--- config.mk ---
export PLATFORM = sky130hd
export DESIGN_NAME = instruction_sequencer
export DESIGN_NICKNAME = d
export VERILOG_FILES = /design/src/rtl/instruction_sequencer_pkg.sv /design/src/rtl/instruction_sequencer_atc_flag_bank.sv /design/src/rtl/instruction_sequencer.sv
export SDC_FILE = /design/constraint.sdc
export NUM_CORES = 1
export LEC_CHECK = 0
export CELL_PAD_IN_SITES_DETAIL_PLACEMENT = 1
export CELL_PAD_IN_SITES_GLOBAL_PLACEMENT = 2
export CORE_MARGIN = 5
export CORE_UTILIZATION = 36
export CTS_CLUSTER_SIZE = 8
export DETAILED_ROUTE_END_ITERATION = 7
export DONT_BUFFER_PORTS = 1
export PLACE_DENSITY_LB_ADDON = 0.05
export SLEW_MARGIN = 10
export SYNTH_ARGS = -nofsm -noshare
export SYNTH_HDL_FRONTEND = slang
export SYNTH_SLANG_ARGS = --single-unit
--- constraint.sdc ---
create_clock -name clock -period 2.1 [get_ports clock]
set_input_delay 0 -clock clock [delete_from_list [all_inputs] [get_ports clock]]
set_output_delay 0 -clock clock [all_outputs]
set_load 0.01 [all_outputs]
--- src/rtl/instruction_sequencer_pkg.sv ---
// Shared sizing defaults and helpers for the instruction sequencer.
// Imported by the flag bank and the top level.
package instruction_sequencer_pkg;

  localparam int ADDR_W_DEF  = 8;
  localparam int NUM_ATC_DEF = 8;

  // Index width for a flag bank of n entries, never below one bit.
  function automatic int idx_w(input int n);
    return (n > 1) ? $clog2(n) : 1;
  endfunction

endpackage

--- src/rtl/instruction_sequencer_atc_flag_bank.sv ---
// ATC flag bank: go edge capture, set/clear priority, indexed test.
// Set beats clear so an event arriving with its own ATC is kept.
module instruction_sequencer_atc_flag_bank
  import instruction_sequencer_pkg::*;
#(
  parameter int NUM_ATC   = NUM_ATC_DEF,
  parameter int ATC_IDX_W = idx_w(NUM_ATC)
) (
  input  logic                 clock,
  input  logic                 reset,
  input  logic                 stall,
  input  logic                 is_atc,
  input  logic [ATC_IDX_W-1:0] atc_index,
  input  logic [NUM_ATC-1:0]   go,
  output logic [NUM_ATC-1:0]   flags,
  output logic                 flag_hit
);

  logic [NUM_ATC-1:0] go_prev;
  logic [NUM_ATC-1:0] rise;
  logic [NUM_ATC-1:0] sel;
  logic [NUM_ATC-1:0] clr;
  logic [NUM_ATC-1:0] flags_nxt;

  assign rise = go & ~go_prev;

  // Decode the tested index; out-of-range indices select nothing.
  always_comb begin
    sel      = '0;
    flag_hit = 1'b0;
    for (int i = 0; i < NUM_ATC; i++) begin
      if (atc_index == ATC_IDX_W'(i)) begin
        sel[i]   = 1'b1;
        flag_hit = flags[i];
      end
    end
  end

  // Per-bit next value: rising go sets, a live ATC clears.
  always_comb begin
    clr       = {NUM_ATC{~stall & is_atc}} & sel & flags;
    flags_nxt = rise | (flags & ~clr);
  end

  // History runs every cycle so a go pulse during stall is kept.
  always_ff @(posedge clock or posedge reset) begin
    if (reset) begin
      go_prev <= '0;
      flags   <= '0;
    end else begin
      go_prev <= go;
      flags   <= flags_nxt;
    end
  end

endmodule

--- src/rtl/instruction_sequencer.sv ---
// Instruction sequencer: IP register, taken mux and incrementer.
// ATC flag state lives in the flag bank sub-module.
module instruction_sequencer
  import instruction_sequencer_pkg::*;
#(
  parameter int ADDR_W    = ADDR_W_DEF,
  parameter int NUM_ATC   = NUM_ATC_DEF,
  parameter int ATC_IDX_W = idx_w(NUM_ATC)
) (
  input  logic                 clock,
  input  logic                 reset,
  input  logic                 stall,
  input  logic                 branch_select,
  input  logic                 is_atc,
  input  logic                 alu_cond,
  input  logic [ATC_IDX_W-1:0] atc_index,
  input  logic [ADDR_W-1:0]    jump_target,
  input  logic [NUM_ATC-1:0]   go,
  output logic [ADDR_W-1:0]    ip,
  output logic                 jump_taken,
  output logic [NUM_ATC-1:0]   atc_flags
);

  logic              flag_hit;
  logic              take;
  logic [ADDR_W-1:0] ip_nxt;

  instruction_sequencer_atc_flag_bank #(
    .NUM_ATC   (NUM_ATC),
    .ATC_IDX_W (ATC_IDX_W)
  ) u_flags (
    .clock     (clock),
    .reset     (reset),
    .stall     (stall),
    .is_atc    (is_atc),
    .atc_index (atc_index),
    .go        (go),
    .flags     (atc_flags),
    .flag_hit  (flag_hit)
  );

  // ATC overrides JMP; a stalled cycle never redirects.
  always_comb begin
    take       = is_atc ? flag_hit : (branch_select & alu_cond);
    jump_taken = take & ~stall;
  end

  // Next IP: hold, load target, or step with natural wrap.
  always_comb begin
    ip_nxt = ip;
    if (!stall) begin
      if (take) ip_nxt = jump_target;
      else      ip_nxt = ip + ADDR_W'(1);
    end
  end

  // IP register.
  always_ff @(posedge clock or posedge reset) begin
    if (reset) ip <= '0;
    else       ip <= ip_nxt;
  end

endmodule

==> out/qor.txt <==
Result of the run: finished, final reports clean
Flip-flop cell with the highest count after synthesis: sky130_fd_sc_hd__dfrtp_1
CP Launch Type: flip-flop
Clk sinks: 24
Number of inserted diodes: 0
Clock transition at the registers of the reported paths: 0.14 ns
Setup total negative slack: 0 ns
Worst stage delay on the critical path: 0.44 ns
Clock tree buffer depth: 2
Final Max Tran Viols: 0
Remaining antenna violation count: 0
Measured slew at the worst slew-check pin: 0.960 ns
Most frequent CP cell: sky130_fd_sc_hd__a21oi_1
Clock root cell: sky130_fd_sc_hd__clkbuf_4
CTS H-tree lvls: 1
Hpwl dp: 2140 um
Avg Vias per Cell: 5.09
Adder-cell area share of the yosys netlist: 1.02%
Initial standard-cell utilization of the core: 37.2%
Post-synthesis instance total: 120
Die Span Y: 68.5 um
Critical Path, Cell by Cell: nand2b_1 > a21oi_1 > o32ai_4 > a21oi_4 > buf_4 > a21oi_1 > o22a_1
Data arrival at the endpoint of the critical path: 2.15 ns
Vias: 973
Post-layout power: 1.15 mW
Nets in the synthesized netlist: 146
Total power per unit cell area: 744 nW/um2
Count of buffers added by post-CTS timing repair for setup: 0
Post-synthesis register bit count: 24
Critical path type: flip-flop to flip-flop
Post-synth EDFFs: 0
P_sw: 0.369 mW
WL per Instance: 16.2 um
Largest net degree at the start of global routing: 25
End-of-flow core utilization: 46.5%
Clock tree from TritonCTS: yes
Wire length of the first global-routing pass: 4890 um
Share of final-layout standard cells stronger than drive strength 1: 11.0%
Cell type of the slowest stage on the worst timing path: sky130_fd_sc_hd__dfrtp_1
Global route overflow: 0
Number of violations reported at the end of detailed-routing iteration 0: 33
Library cell with the highest instance count after synthesis: sky130_fd_sc_hd__dfrtp_1
Final critical delay including setup and external delays: 1.95 ns
Library cells used by synthesis: 32
Final routed DRC violation total: 0
CP bufs+invs: 1
Worst Hold Class: input pin to flip-flop
Combinational Power Share: 24.1%
Buffers added on ports: 0
Die outline width: 68.5 um
Most frequent cells after synthesis: sky130_fd_sc_hd__dfrtp_1 (24), sky130_fd_sc_hd__o21ai_0 (17), sky130_fd_sc_hd__inv_1 (15)
Clock buffer count from CTS: 3
Boundary pin count: 42
Highest net fanout along the worst path: 8
Top cells by area, synth: sky130_fd_sc_hd__dfrtp_1 (49%), sky130_fd_sc_hd__o21ai_0 (6.9%), sky130_fd_sc_hd__inv_1 (4.6%)
Clock Power Share: 21.2%
Simple-gate share of the synthesized area: 12.7%
Initial antenna violation count: 0
Setup repair after global routing missed its margin: false
Final routed wirelength across all metal layers: 3090 um
Vias in the first global route: 1032
Total Die Area: 4690 um2
Instance area at placement: 1270 um2
Core Box Area: 3310 um2
Sequential area share after synthesis: 48.8%
Area share of the largest cell type after synthesis: 48.8%
Leakage Power: 0.638 nW
Total of endpoints with negative setup slack in the final report: 0
Period utilisation layout: 92.9%
Tightest slew margin relative to the limit: 35.9%
Layout area overhead: 25.2%
Overall fraction of global-route tracks in use: 14.4%
Gp weighted congestion: 0.692
Multiplexer share of the synthesized area: 6.21%
Worst Path Required: 2.30 ns
Worst Clk Skew: 0.0113 ns
Cell area after synthesis: 1230 um2
Worst-skew pair later-pin latency: 0.31 ns
Number of detailed-route iterations in the first pass: 2
Share of flip-flops with an asynchronous set or reset: 100%
Average cell area after synthesis: 10.2 um2
Worst vdd rail ir drop: 0.000295 V
Site row count: 21
Max Cap Viol: 0
Max Fclk: 512 MHz
Nets@finish: 172
Dominant cell type by area after synthesis: sky130_fd_sc_hd__dfrtp_1
Fill cell count: 378
Number of hold violations in the final report: 0
Family of cells with the greatest summed delay on the critical path: compound AO/OA/AOI/OAI gates
Share of the synthesized netlist area taken by xor and xnor gates: 0%
Compound-gate portion of the synthesized area: 23.5%
Switching share of total power: 32.2%
Final design instance area without fill: 1540 um2
Area of the multi-input gates: 534 um2
Critical Path Sink Type: flip-flop
Total area of sequential cells: 601 um2
Combinational family with the most area after synthesis: compound AO/OA/AOI/OAI gates
Number of warnings issued by yosys: 0
Reg power frac: 54.7%
Design internal power: 0.777 mW
-- flip-flops by register name (all words and copies together), names as in the netlist --
signal / count
u_flags.flags: 8
ip: 8
u_flags.go_prev: 8
-- cells by family (layout without fill, tap and decap cells) --
kind of cell	Yosys count	after routing
compound gates	38	38
fa+ha+maj	1	1
buf+inv	20	45
flops	24	24
mux	6	6
simple gates	31	31
-- layer usage --
| metal | wire length (um) | track usage (%) | vias up |
|---|---|---|---|
| met1 | 1240 | 17.3 | 481 |
| met4 | 21 | 4.47 | 0 |
| met3 | 190 | 3.28 | 2 |
| met2 | 1640 | 25.1 | 22 |
| li1 | - | - | 468 |
| met5 | 0 | 0 | - |
-- repair_timing --
item                                   4_1_cts  5_1_grt
endpoints found under the hold margin       48        0
hold buffers                                23        0
setup endpoints to repair                    0        1
resized for setup                            0        1
-- final cells by class --
class / count / share of cell area (%)
Sequential cell: 24 / 39.0
Multi-Input combinational cell: 76 / 34.7
Timing Repair Buffer: 26 / 16.6
Tap cell: 46 / 3.74
Inverter: 15 / 3.66
Clock buffer: 4 / 2.36
-- final timing paths --
path,start,to,slack [ns],depth (start not counted)
min in group asynchronous,reset,ip[5],0.33,2
max in group asynchronous,reset,u_flags.flags[6],1.17,2
min reg2reg,u_flags.go_prev[2],u_flags.flags[2],0.43,1
max,u_flags.flags[5],ip[2],0.15,7
min,stall,ip[3],0.02,3
max reg2reg,u_flags.flags[5],ip[2],0.15,7
-- worst min-delay path, cell delays in order --
cell	delay (ns)
sky130_fd_sc_hd__nor3_1	0.03
sky130_fd_sc_hd__o21ai_0	0.15
sky130_fd_sc_hd__o311ai_0	0.12
-- power by group through the flow --
| stage | logic (mW) | registers (mW) | clock network [mW] |
|---|---|---|---|
| after global placement | 0.229 | 0.635 | 0 |
| after CTS | 0.280 | 0.628 | 0.258 |
| after floorplan | 0.192 | 0.621 | 0 |
| final | 0.276 | 0.627 | 0.243 |
| after global routing | 0.308 | 0.641 | 0.277 |
| after detailed placement | 0.235 | 0.638 | 0 |
-- stage by stage --
| step | hold WS (ns) | std cells | setup slack (ns) |
|---|---|---|---|
| 5_1_grt | 0.0170 | 191 | 0.0239 |
| 2_1_floorplan | 0.0146 | 120 | 0.287 |
| 3_3_place_gp | 0.0315 | 164 | 0.182 |
| 3_5_place_dp | 0.0315 | 164 | 0.163 |
| 4_1_cts | 0.0149 | 191 | 0.0524 |
| 6_report | 0.0207 | 191 | 0.148 |
-- placed cells by master, fill, tap and decap left out, drive strengths merged, types with 3 or more instances in the layout --
| cell | count |
|---|---|
| a21oi | 7 |
| buf | 3 |
| clkbuf | 4 |
| dfrtp | 24 |
| dlygate4sd3 | 22 |
| inv | 15 |
| mux2 | 4 |
| nand2 | 10 |
| nand2b | 4 |
| nand3 | 3 |
| nor2 | 5 |
| o21ai | 17 |
| o22a | 4 |
Note: power is estimated with default switching activity, not from simulation.
